[src/rtl/ram_4x4_sp.sv]
// ram_4x4_sp
// Single-port synchronous RAM with a registered read port and a per-bit write
// mask that is fixed when the RAM is elaborated. Every enabled clock edge does
// exactly one access, either a read or a read-first write.
//
// Parameters:
//   AW   - address width; the RAM holds 2^AW words
//   DW   - data word width
//   MASK - write mask; a 1 bit is writable, a 0 bit always keeps its reset value
//
// Ports:
//   CLK  - clock; all state changes on its rising edge
//   RSTN - synchronous active-low clear of every word and of Q
//   A    - word address, shared by reads and writes
//   D    - write data
//   EN   - access enable; when low, memory and Q hold
//   WR   - 1 = write, 0 = read (only used when EN is high)
//   Q    - registered read data
module ram_4x4_sp #(
  parameter int              AW   = 4,
  parameter int              DW   = 4,
  parameter logic [DW-1:0]   MASK = {DW{1'b1}}
) (
  input  logic          CLK,
  input  logic          RSTN,
  input  logic [AW-1:0] A,
  input  logic [DW-1:0] D,
  input  logic          EN,
  input  logic          WR,
  output logic [DW-1:0] Q
);

  localparam int DEPTH = 1 << AW;

  logic [DW-1:0] mem [DEPTH];
  logic [DW-1:0] storedWord;
  logic [DW-1:0] mergedWord;

  // The word currently held at the addressed location, and the value it
  // would take on a write: masked-off bits come from the old word, writable
  // bits come from D.
  assign storedWord = mem[A];
  assign mergedWord = (storedWord & ~MASK) | (D & MASK);

  // Storage and the output register share one clocked process. Reset wins
  // over any access on the same edge, so a write coinciding with reset is
  // dropped. Q always captures the word as it was before this edge, which
  // gives read-first behaviour on a write with no bypass path.
  always_ff @(posedge CLK) begin
    if (!RSTN) begin
      for (int i = 0; i < DEPTH; i++) begin
        mem[i] <= '0;
      end
      Q <= '0;
    end else if (EN) begin
      Q <= storedWord;
      if (WR) begin
        mem[A] <= mergedWord;
      end
    end
  end

endmodule

[config.mk]
export PLATFORM = sky130hd
export DESIGN_NAME = ram_4x4_sp
export DESIGN_NICKNAME = d
export VERILOG_FILES = /design/src/rtl/ram_4x4_sp.sv
export SDC_FILE = /design/constraint.sdc
export NUM_CORES = 1
export LEC_CHECK = 0
export BUFFER_PORTS_ARGS = -buffer_cell sky130_fd_sc_hd__buf_2
export CORE_ASPECT_RATIO = 1.2
export CORE_MARGIN = 2
export CORE_UTILIZATION = 50
export DETAILED_ROUTE_END_ITERATION = 8
export PLACE_DENSITY = 0.75
export SLEW_MARGIN = 10
export SYNTH_ARGS = -nofsm -noshare
export SYNTH_HDL_FRONTEND = slang
export SYNTH_SLANG_ARGS = --single-unit
[constraint.sdc]
create_clock -name CLK -period 3.9 [get_ports CLK]
set_input_delay 0 -clock CLK [delete_from_list [all_inputs] [get_ports CLK]]
set_output_delay 0 -clock CLK [all_outputs]
set_load 0.01 [all_outputs]
Word level (Yosys, flattened, before mapping) --
Memories as Yosys holds them, arrays and structs flattened. A register that Yosys moved wholly into a read port is not among the register bits. Index checks and enable logic that the tools add are counted.
Word-level totals: bits in registers 0, bits of input ports 12, bits in writable memories 64, memories 1, output and inout bits 4
Cells by class: reductions and logical operators 2, mux-type cells 8
Memory list:
- mem | depth 16, bits a word 4, read ports 1, clocked after Yosys merged registers in 1, wr ports 16, line 35 | logic [DW-1:0] mem [DEPTH];
Operators with widths (count):
- 2-to-1 mux 4 bit | 2
- 2-to-1 mux 1 bit | 6
- OR reduction 4 bit | 1
- logical NOT 1 bit | 1

Logic depth before layout (Yosys ltp) --
Gate-level depths: netlist (run 1).
depth in word-level cells 6, depth in mapped cells 6

Least setup slack after synthesis (run 1) --
No wires, ideal clock.
path kind input to register, start in A[1], end mem mem[3][0], enable pin, required time 3590 ps, cell stages on the path 5, path slack 2646 ps, arrival time 944 ps, library setup time 310 ps, path through buf_4 and3_1 nand3_1 nor3_2 nand2b_1
RTL lines:
- start: declaration | line 26 | input logic [AW-1:0] A,
- end: declaration | line 35

==> results of run 1 <==
[registers in the layout (all words and copies together), names as in the netlist]
signal,flops
mem,64
Q,4
[layout make-up]
cell class,count,area (um^2)
clock inverter,5,76.32
fill,501,2806
timing repair buffer,15,75.07
clock buffer,11,131.4
tap,85,106.4
sequential,68,2002
multi-input combinational,155,1169
[power groups by stage]
stage | Combinational (uW) | Clock (uW) | Sequential [uW]
after floorplan | 81.6 | 0 | 861
after global placement | 114 | 0 | 866
after global routing | 125 | 642 | 854
after detailed placement | 116 | 0 | 868
after CTS | 116 | 610 | 852
final | 116 | 604 | 851
[cells in the final DEF, fill, tap and decap left out, types with 3 or more instances in the layout]
cell and n:
mux4_2 8, dfxtp_1 4, a31oi_1 4, buf_2 15, mux2i_1 20, clkbuf_8 9
and2_1 64, nor2_1 12, nor3_2 4, o22ai_1 4, edfxtp_1 64, o221ai_1 8
o21ai_1 12, nand2_1 3, nand2b_1 7
[metrics by stage]
stage	instance area, um^2	utilization	std cells	power [uW]
finish	3560	0.5592	339	1571
global placement	3352	0.5265	323	980.4
detailed placement	3352	0.5265	323	983.5
global route	3560	0.5592	339	1621
floorplan	3244	-	237	943.0
CTS	3560	0.5592	339	1578
[path summary, 6_finish.rpt]
| check | start | to | slack (ps) | cells past startpoint |
|---|---|---|---|---|
| hold reg to reg | Q[2] | Q[2] | 560 | 2 |
| setup reg to reg | mem[15][3] | Q[3] | 2570 | 3 |
| hold / removal | EN | Q[2] | 30 | 2 |
| setup / recovery | A[1] | mem[3][3] | 2490 | 5 |
[logic make-up after synthesis]
family                 Yosys count  synth area share
flip-flops                      68            0.6170
AO/OA/AOI/OAI                   28           0.05553
multiplexers                    28            0.1172
buffers and inverters           14           0.02275
AND/OR/NAND/NOR                 99            0.1874
[metal layers]
| layer | wire length [um] | up-vias | GRT usage |
|---|---|---|---|
| li1 | - | 908 | - |
| met1 | 2382 | 917 | 0.2172 |
| met2 | 3467 | 61 | 0.3399 |
| met3 | 327 | 17 | 0.05413 |
| met4 | 214 | 0 | 0.1161 |
| met5 | 0 | - | 0 |
==> run_results.csv, run 1 <==
group,metric,value,unit
synthesis,cell_types_with_the_highest_counts_after_synthesis,"and2_1 (64), edfxtp_1 (64), mux2i_1 (20)",
detailed_routing,detail_route.iter0.violations,104,
detailed_routing,wl_per_cell,18.86,um
detailed_routing,ant_nets,0,
timing,setup_tns,0,ps
global_routing,grt_antenna_before_repair,0,
clock_tree,cts_tree,"done",
timing,grt_setup_unrepaired,"false",
clock_tree,cts.path.max_buffers,2,
detailed_routing,detailroute.via_count,1903,
run,maxCapViolations,0,
power,peakVddDrop,0.2094,mV
synthesis,distinct_cells_synth,25,
clock_tree,post_cts_resized,0,
global_routing,grtUsageTotal,0.1975,
timing,whs,32.40,ps
clock_tree,clk_pin_slew_worst_paths,70,ps
worst_setup_path,worstPathRequired,3940,ps
floorplan,initial_core_util,0.5096,
clock_tree,clock-root-buffer,"clkbuf_8",
final_layout,area_added_between_synthesis_and_finish,9.718,%
power,power.switching,334.1,uW
clock_tree,post_cts_buffers,0,
timing,hold_violations,0,
synthesis,warning_count_from_the_yosys_run,0,
clock_tree,cts_hold_buf,0,
global_routing,grt_max_degree,26,
floorplan,die_y,92.24,um
clock_tree,cts.htree.levels,3,
timing,fin_skew,9.717,ps
power,p_int,1237,uW
synthesis,yosysSeqAreaShare,0.6170,
synthesis,netlist_top_cells_area,"edfxtp_1 (59%), and2_1 (12%), mux2i_1 (6.2%)",
timing,smallest_setup_slack_after_layout,2488,ps
worst_setup_path,endpoint_kind,"register",
min_path,min_path_type,"input pin to register",
synthesis,synthFlopType,"edfxtp_1",
power,static_leakage,0.001269,uW
floorplan,fp.dieW,77.54,um
timing,min_period_over_period,0.3621,
synthesis,yosysTopAreaCell,"edfxtp_1",
worst_setup_path,crit_path_max_delay_family,"simple AND/OR/NAND/NOR gates",
synthesis,syn_avg_cell_area,13.69,um^2
timing,period_minus_slack,1412,ps
timing,achievable_freq,0.7080,GHz
final_layout,final_layout_size_suffix_gt1_frac,0.1654,
synthesis,ys_async_sr_fraction,0,
timing,max_slew.worst_pin.slew,626.4,ps
worst_setup_path,critPathSlowestCell,"buf_2",
floorplan,core_area,6366,um^2
placed_design,placement.io_buffers,15,
worst_setup_path,worstPathMaxFanout,20,
final_layout,final_nets,261,
global_routing,grt_first_pass_wirelength,10.07,mm
detailed_routing,post_drt_via_cell_ratio,5.614,
detailed_routing,drt_wl_total,6.392,mm
worst_setup_path,timing.critical_path.from_type,"input pin",
floorplan,die_area,7152,um^2
outcome,status,"finished clean",
power,sequentialPowerShare,0.542,
synthesis,yosysTopAreaCellShare,0.5924,
timing,final_max_slew_viol_count,0,
floorplan,io_pins,16,
worst_setup_path,path_buf_inv,1,
power,power.share.combinational,0.074,
detailed_routing,drc,0,
global_routing,grt_pass1_vias,1975,
power,power.density,441.4,nW/um^2
clock_tree,sinks_on_clock_net,68,
power,power.switching_fraction,0.2126,
placed_design,dp_worst_setup_slack,2129,ps
detailed_routing,drtPass1Iterations,4,
global_routing,gr-total-overflow,0,
clock_tree,cts_buffers,9,
placed_design,place.gp.congestion,0.8101,
floorplan,placementRows,32,
worst_setup_path,timing.critical_path.arrival,1450,ps
clock_tree,clkLatencyLatePin,340,ps
synthesis,syn-num-nets,249,
synthesis,synth-edff-count,64,
power,p_clk_frac,0.384,
placed_design,dp_hpwl,4.413,mm
synthesis,ys_seq_elements,68,
timing,slew_headroom,0.5824,
final_layout,antenna-diode-count,0,
synthesis,syn-instance-count,237,
worst_setup_path,path_cells,"buf_2 > and3_1 > nand3_1 > nor3_2 > nand2b_1",
worst_setup_path,cp_slowest_stage_delay,430,ps
synthesis,post_synth_instance_area,3244,um^2
timing,setup-violations-final,0,
worst_setup_path,setup.worst_path.class,"input pin to register",
No activity file was read; power rests on OpenSTA's default activity.
==> run 2: changes to the inputs <==
--- a/config.mk
+++ b/config.mk
@@ -5,6 +5,7 @@
 export SDC_FILE = /design/constraint.sdc
 export NUM_CORES = 1
 export LEC_CHECK = 0
+export ABC_AREA = 1
 export BUFFER_PORTS_ARGS = -buffer_cell sky130_fd_sc_hd__buf_2
 export CORE_ASPECT_RATIO = 1.2
 export CORE_MARGIN = 2
==> constraint.sdc (replaced) <==
create_clock -name CLK -period 1.35 [get_ports CLK]
set_input_delay 0 -clock CLK [delete_from_list [all_inputs] [get_ports CLK]]
set_output_delay 0 -clock CLK [all_outputs]
set_load 0.01 [all_outputs]
==> run 2 against run 1 <==
  * Via count increased by 31%
  * Cell count grew 46%
  * Global-route usage grew 1.3 points
  * Critical endpoint is now Q[1]
  * Highest routed layer unchanged
==> run_results.csv, run 2 <==
group,metric,value,unit
synthesis,distinct_cells_synth,15,
worst_setup_path,rrSetupSlack,290,ps
synthesis,yosysTopAreaCell,"edfxtp_1",
detailed_routing,ant_nets,0,
synthesis,ys_async_sr_fraction,0,
worst_setup_path,critical_path.reg2reg.startpoint,"mem[5][1]",
worst_setup_path,path_cells,"nand2_1 > nand2_1 > nand2_1 > nand2_1 > nand2_1 > nand3_1 > nor2_1 > nor2_1",
worst_setup_path,crit_path_max_delay_family,"simple AND/OR/NAND/NOR gates",
final_layout,seq_area,2002,um^2
final_layout,total_area_of_multi_input_combinational_cells,1094,um^2
final_layout,final_nets,417,
detailed_routing,wl_per_cell,13.68,um
worst_setup_path,cp_slowest_stage_delay,360,ps
synthesis,yosysSeqAreaShare,0.6218,
final_layout,antenna-diode-count,0,
clock_tree,post_cts_buffers,0,
worst_setup_path,reg2reg_to,"Q[1]",
global_routing,grt_pass1_vias,2415,
synthesis,synthFlopType,"edfxtp_1",
timing,final_max_slew_viol_count,0,
clock_tree,cts_buffers,9,
worst_setup_path,worstPathRequired,1580,ps
final_layout,area_added_between_synthesis_and_finish,15.97,%
timing,grt_setup_unrepaired,"false",
global_routing,grt_util_met3,0.05020,
timing,slew_headroom,0.7196,
placed_design,place.gp.congestion,0.8107,
worst_setup_path,timing.critical_path.arrival,1290,ps
worst_setup_path,critPathSlowestCell,"edfxtp_1",
synthesis,syn_avg_cell_area,8.844,um^2
placed_design,dpl.cell_count,479,
timing,setup_tns,0,ps
clock_tree,post_cts_resized,0,
detailed_routing,detail_route.iter0.violations,168,
worst_setup_path,critical-path-top-cell-by-count,"nand2_1",
outcome,status,"finished clean",
final_layout,top_regs,"mem x64, Q x4",
floorplan,fp.dieW,77.25,um
final_layout,final_layout_size_suffix_gt1_frac,0.1634,
floorplan,placementRows,32,
run,maxCapViolations,0,
global_routing,grt_antenna_before_repair,0,
timing,period_minus_slack,1061,ps
clock_tree,cts_tree,"done",
global_routing,grt_util_met1,0.2617,
floorplan,die_y,91.90,um
worst_setup_path,endpoint_kind,"register",
final_layout,post_layout_nonfiller_instances,495,
floorplan,die_area,7099,um^2
power,power.density,1162,nW/um^2
worst_setup_path,timing.critical_path.depth,8,
worst_setup_path,path_buf_inv,0,
clock_tree,cts_hold_buf,0,
final_layout,regMostFlops,"mem",
global_routing,grt_max_degree,21,
detailed_routing,detailroute.via_count,2498,
floorplan,io_pins,16,
detailed_routing,post_drt_via_cell_ratio,5.046,
synthesis,warning_count_from_the_yosys_run,0,
placed_design,dp_worst_setup_slack,6.663,ps
timing,max_slew.worst_pin.slew,418.4,ps
detailed_routing,drtPass1Iterations,4,
clock_tree,clk_pin_slew_worst_paths,70,ps
synthesis,synth_most_common_cell,"nand2_1",
synthesis,ys_seq_elements,68,
clock_tree,cts.path.max_buffers,2,
timing,setup-violations-final,0,
synthesis,post_synth_instance_area,3219,um^2
placed_design,placement.io_buffers,15,
synthesis,yosysTopAreaCellShare,0.5970,
power,peakVddDrop,0.7500,mV
final_layout,fillerInstances,577,
timing,fin_skew,6.583,ps
global_routing,gr-total-overflow,0,
synthesis,netlist_top_cells_area,"edfxtp_1 (60%), nand2_1 (19%), nor2_1 (8.7%)",
floorplan,core_area,6326,um^2
power,static_leakage,0.001645,uW
clock_tree,clock-root-buffer,"clkbuf_8",
timing,min_period_over_period,0.7857,
min_path,min_path_type,"input pin to register",
timing,smallest_setup_slack_after_layout,289.3,ps
final_layout,mostFrequentLayoutCell,"nand2_1",
synthesis,synth-edff-count,64,
global_routing,grt_most_used_layer,"met2",
clock_tree,clkLatencyLatePin,340,ps
worst_setup_path,setup.worst_path.start,"mem[5][1]",
worst_setup_path,rr_worst_depth,8,
worst_setup_path,critical_path.endpoint,"Q[1]",
timing,hold_violations,0,
final_layout,most-common-layout-cells,"nand2_1 (161), nor2_1 (75), edfxtp_1 (64)",
timing,achievable_freq,0.9428,GHz
worst_setup_path,timing.critical_path.from_type,"register",
global_routing,grtUsageTotal,0.2109,
worst_setup_path,worstPathMaxFanout,1,
worst_setup_path,setup.worst_path.class,"register to register",
clock_tree,cts.htree.levels,3,
global_routing,gr_layer_usage_met2,0.3514,
synthesis,syn-num-nets,376,
global_routing,grt_first_pass_wirelength,11.27,mm
detailed_routing,drt_wl_total,6.770,mm
floorplan,initial_core_util,0.5089,
final_layout,post-route-util,0.5902,
clock_tree,sinks_on_clock_net,68,
detailed_routing,drc,0,
synthesis,cell_types_with_the_highest_counts_after_synthesis,"nand2_1 (161), nor2_1 (75), edfxtp_1 (64)",
synthesis,syn-instance-count,364,
final_layout,largest_register_ffs,64,
placed_design,dp_hpwl,4.782,mm
[run 2: cells by family after synthesis]
kind of cell           Yosys count  synth area share
AO/OA/AOI/OAI                    4          0.006219
buffers and inverters           27           0.03848
AND/OR/NAND/NOR                265            0.3335
flip-flops                      68            0.6218
[run 2: metal layers]
| metal | wire length [um] | vias to the layer above |
|---|---|---|
| met5 | 0 | - |
| met4 | 161 | 0 |
| met3 | 496 | 13 |
| met2 | 3402 | 80 |
| met1 | 2709 | 1149 |
| li1 | - | 1256 |
[run 2: power breakdown]
group	leakage, uW	switching [uW]	internal, uW	total, uW
logic	0.000916	285	136	422
registers	0.000642	33.9	2420	2450
clock network	0.0000867	699	766	1470
total	0.00164	1020	3320	4340
[run 2: final cells by class]
cell class / count / share of cell area
inverter: 9 / 0.009048
multi-input combinational: 269 / 0.2929
clock inverter: 2 / 0.003351
tap: 85 / 0.02849
sequential: 68 / 0.5362
timing repair buffer: 48 / 0.08646
clock buffer: 14 / 0.04357
[run 2: how the worst min path moves through the flow]
stage,startpoint,endpoint,slack [ps],cells after the start
after floorplan,D[3],mem[0][3],280,2
after global placement,Q[3],Q[3],410,1
after detailed placement,Q[0],Q[0],410,1
after CTS,EN,Q[1],130,4
after global routing,EN,Q[3],160,5
final,EN,Q[1],130,4
[run 2: worst reg2reg max path, stage by stage (launching register included)]
cell      delay (ps)
edfxtp_1         360
nand2_1           80
nand2_1           70
nand2_1           70
nand2_1           60
nand2_1           60
nand3_1          120
nor2_1           110
nor2_1            40
[run 2: through the flow]
stage                     hold WS [ps]  total power, uW  instance area, um^2
after floorplan                  276.2             2760                 3219
after global placement           410.8             2906                 3558
after detailed placement         411.6             2918                 3558
after CTS                        129.2             4347                 3734
after global routing             157.1             4515                 3734
final                            134.0             4337                 3734
==> run 3: changes to the inputs <==
--- a/config.mk
+++ b/config.mk
@@ -11,7 +11,7 @@
 export CORE_MARGIN = 2
 export CORE_UTILIZATION = 50
 export DETAILED_ROUTE_END_ITERATION = 8
-export PLACE_DENSITY = 0.75
+export PLACE_DENSITY = 0.78
 export SLEW_MARGIN = 10
 export SYNTH_ARGS = -nofsm -noshare
 export SYNTH_HDL_FRONTEND = slang
==> constraint.sdc (replaced) <==
create_clock -name CLK -period 0.86 [get_ports CLK]
set_input_delay 0 -clock CLK [delete_from_list [all_inputs] [get_ports CLK]]
set_output_delay 0 -clock CLK [all_outputs]
set_load 0.01 [all_outputs]
==> run 3 against run 2 <==
  * The flow now finishes with violations (setup timing)
  * Worst setup slack got worse by 470 ps
  * Total power rose by 75%
  * Sequential cell count did not move
  * Die area unchanged
  * Critical path depth unchanged
  * Cell area is 9.9% higher
  * Combinational power increased by 95%
  * Largest power group unchanged
  * Highest routed layer unchanged
==> run_results.csv, run 3 (synthesis gave the netlist of run 2 again) <==
group,metric,value,unit
final_layout,final_nets,425,
worst_setup_path,critPathSlowestCell,"edfxtp_1",
global_routing,grt_antenna_before_repair,0,
detailed_routing,ant_nets,0,
clock_tree,cts.path.max_buffers,2,
clock_tree,sinks_on_clock_net,68,
detailed_routing,drt_wl_total,7.293,mm
floorplan,core_area,6326,um^2
clock_tree,cts_buffers,9,
global_routing,gr-total-overflow,0,
global_routing,grt_max_degree,21,
clock_tree,clock-root-buffer,"clkbuf_8",
final_layout,most-common-layout-cells,"nand2_1 (123), nor2_1 (72), edfxtp_1 (64)",
final_layout,mostFrequentLayoutCell,"nand2_1",
timing,setup-violations-final,4,
final_layout,top_regs,"mem x64, Q x4",
timing,setup_tns,-685.2,ps
detailed_routing,detailroute.via_count,2547,
worst_setup_path,timing.critical_path.arrival,1280,ps
placed_design,placement.io_buffers,15,
final_layout,total_area_of_multi_input_combinational_cells,1249,um^2
clock_tree,cts.htree.levels,3,
timing,min_period_over_period,1.208,
detailed_routing,wl_met1,2.734,mm
placed_design,post_dp_cell_area,3769,um^2
detailed_routing,drtPass1Iterations,4,
worst_setup_path,path_buf_inv,0,
detailed_routing,wl_per_cell,14.50,um
timing,hold_violations,0,
worst_setup_path,worstPathMaxFanout,1,
worst_setup_path,cp_slowest_stage_delay,360,ps
power,peakVddDrop,2.030,mV
final_layout,final_layout_size_suffix_gt1_frac,0.2919,
timing,whs,109.6,ps
worst_setup_path,timing.critical_path.from_type,"register",
worst_setup_path,endpoint_kind,"register",
timing,smallest_setup_slack_after_layout,-179.1,ps
power,static_leakage,0.001801,uW
final_layout,post-route-cell-area,4104,um^2
worst_setup_path,rrSetupSlack,-180,ps
clock_tree,cts_tree,"done",
detailed_routing,routed.top_layer,"met4",
timing,period_minus_slack,1039,ps
final_layout,area_added_between_synthesis_and_finish,27.48,%
detailed_routing,met3WireLength,439,um
timing,grt_setup_unrepaired,"true",
worst_setup_path,worstPathRequired,1100,ps
worst_setup_path,timing.critical_path.depth,8,
detailed_routing,post_drt_via_cell_ratio,5.064,
final_layout,seq_area,2002,um^2
floorplan,fp.dieW,77.25,um
final_layout,fillerInstances,512,
floorplan,die_y,91.90,um
clock_tree,clk_pin_slew_worst_paths,70,ps
worst_setup_path,rr_worst_depth,8,
detailed_routing,detail_route.iter0.violations,150,
clock_tree,cts_hold_buf,0,
detailed_routing,drc,0,
global_routing,grtUsageTotal,0.2281,
placed_design,dp_hpwl,5.061,mm
final_layout,antenna-diode-count,0,
final_layout,post-route-util,0.6487,
min_path,worst_hold_path_cell_count,4,
run,maxCapViolations,0,
timing,max_slew.worst_pin.slew,357.3,ps
clock_tree,clkLatencyLatePin,350,ps
global_routing,grt_first_pass_wirelength,12.01,mm
floorplan,initial_core_util,0.5089,
worst_setup_path,setup.worst_path.class,"register to register",
worst_setup_path,path_cells,"nand2_1 > nand2_1 > nand2_1 > nand2_1 > nand2_1 > nand3_2 > nor2_1 > nor2_1",
power,power.density,1852,nW/um^2
final_layout,regMostFlops,"mem",
global_routing,grt_pass1_vias,2627,
outcome,status,"finished with violations",
outcome,failed_checks,"setup timing",
timing,final_max_slew_viol_count,0,
timing,fin_skew,6.016,ps
floorplan,placementRows,32,
detailed_routing,detailroute.wirelength.met2,3.934,mm
timing,achievable_freq,0.9624,GHz
final_layout,largest_register_ffs,64,
timing,slew_headroom,0.7618,
worst_setup_path,crit_path_max_delay_family,"simple AND/OR/NAND/NOR gates",
placed_design,place.gp.congestion,0.7915,
floorplan,die_area,7099,um^2
worst_setup_path,critical-path-top-cell-by-count,"nand2_1",
floorplan,io_pins,16,
min_path,min_path_type,"input pin to register",
run 3: cell types whose count changed in the layout (fill, tap and decap cells not counted), sizes merged:
| cell | previous run | this run |
|---|---|---|
| buf | 48 | 56 |
| clkinvlp | 1 | 0 |
| clkbuf | 14 | 11 |
| clkinv | 1 | 3 |
| bufinv | 0 | 2 |
run 3: final timing paths:
path / from / to
worst max register to register: mem[7][0] / Q[0]
worst min-delay path: EN / Q[2]
worst max-delay path: mem[7][0] / Q[0]
worst min register to register: Q[3] / Q[3]
run 3: metal layers:
metal | up-vias | track usage
met1 | 1177 | 0.2535
met4 | 0 | 0.1250
li1 | 1278 | -
met3 | 13 | 0.04724
met5 | - | 0
met2 | 79 | 0.4051
run 3: per-stage QoR:
step	cells	worst slack (ps)	total power (uW)
floorplan	364	-192.0	4378
global placement	480	-329.7	4673
detailed placement	480	-360.4	4702
CTS	496	-197.7	7601
global route	503	-268.3	7859
finish	503	-179.1	7602
run 3: what timing repair did:
item	CTS	global route
gates resized for setup	4	12
pin swaps	23	29
setup endpoints to repair	6	31
setup buffers	0	7
cloned	0	0
run 3: area by class of cell:
cell class | count | share of cell area
tap | 85 | 0.02591
multi-input combinational | 269 | 0.3043
clock inverter | 5 | 0.01799
clock buffer | 11 | 0.03689
inverter | 9 | 0.008841
sequential | 68 | 0.4878
timing repair buffer | 56 | 0.1183
run 3: worst min-delay path, cell delays in order:
cell     delay (ps)
buf_4           110
buf_4           140
o21ai_0          90
nor2_1           90
run 3: power by group:
group / total, uW / internal (uW) / switching [uW]
registers: 3850 / 3790 / 56.5
clock network: 2930 / 1770 / 1160
logic: 823 / 310 / 513
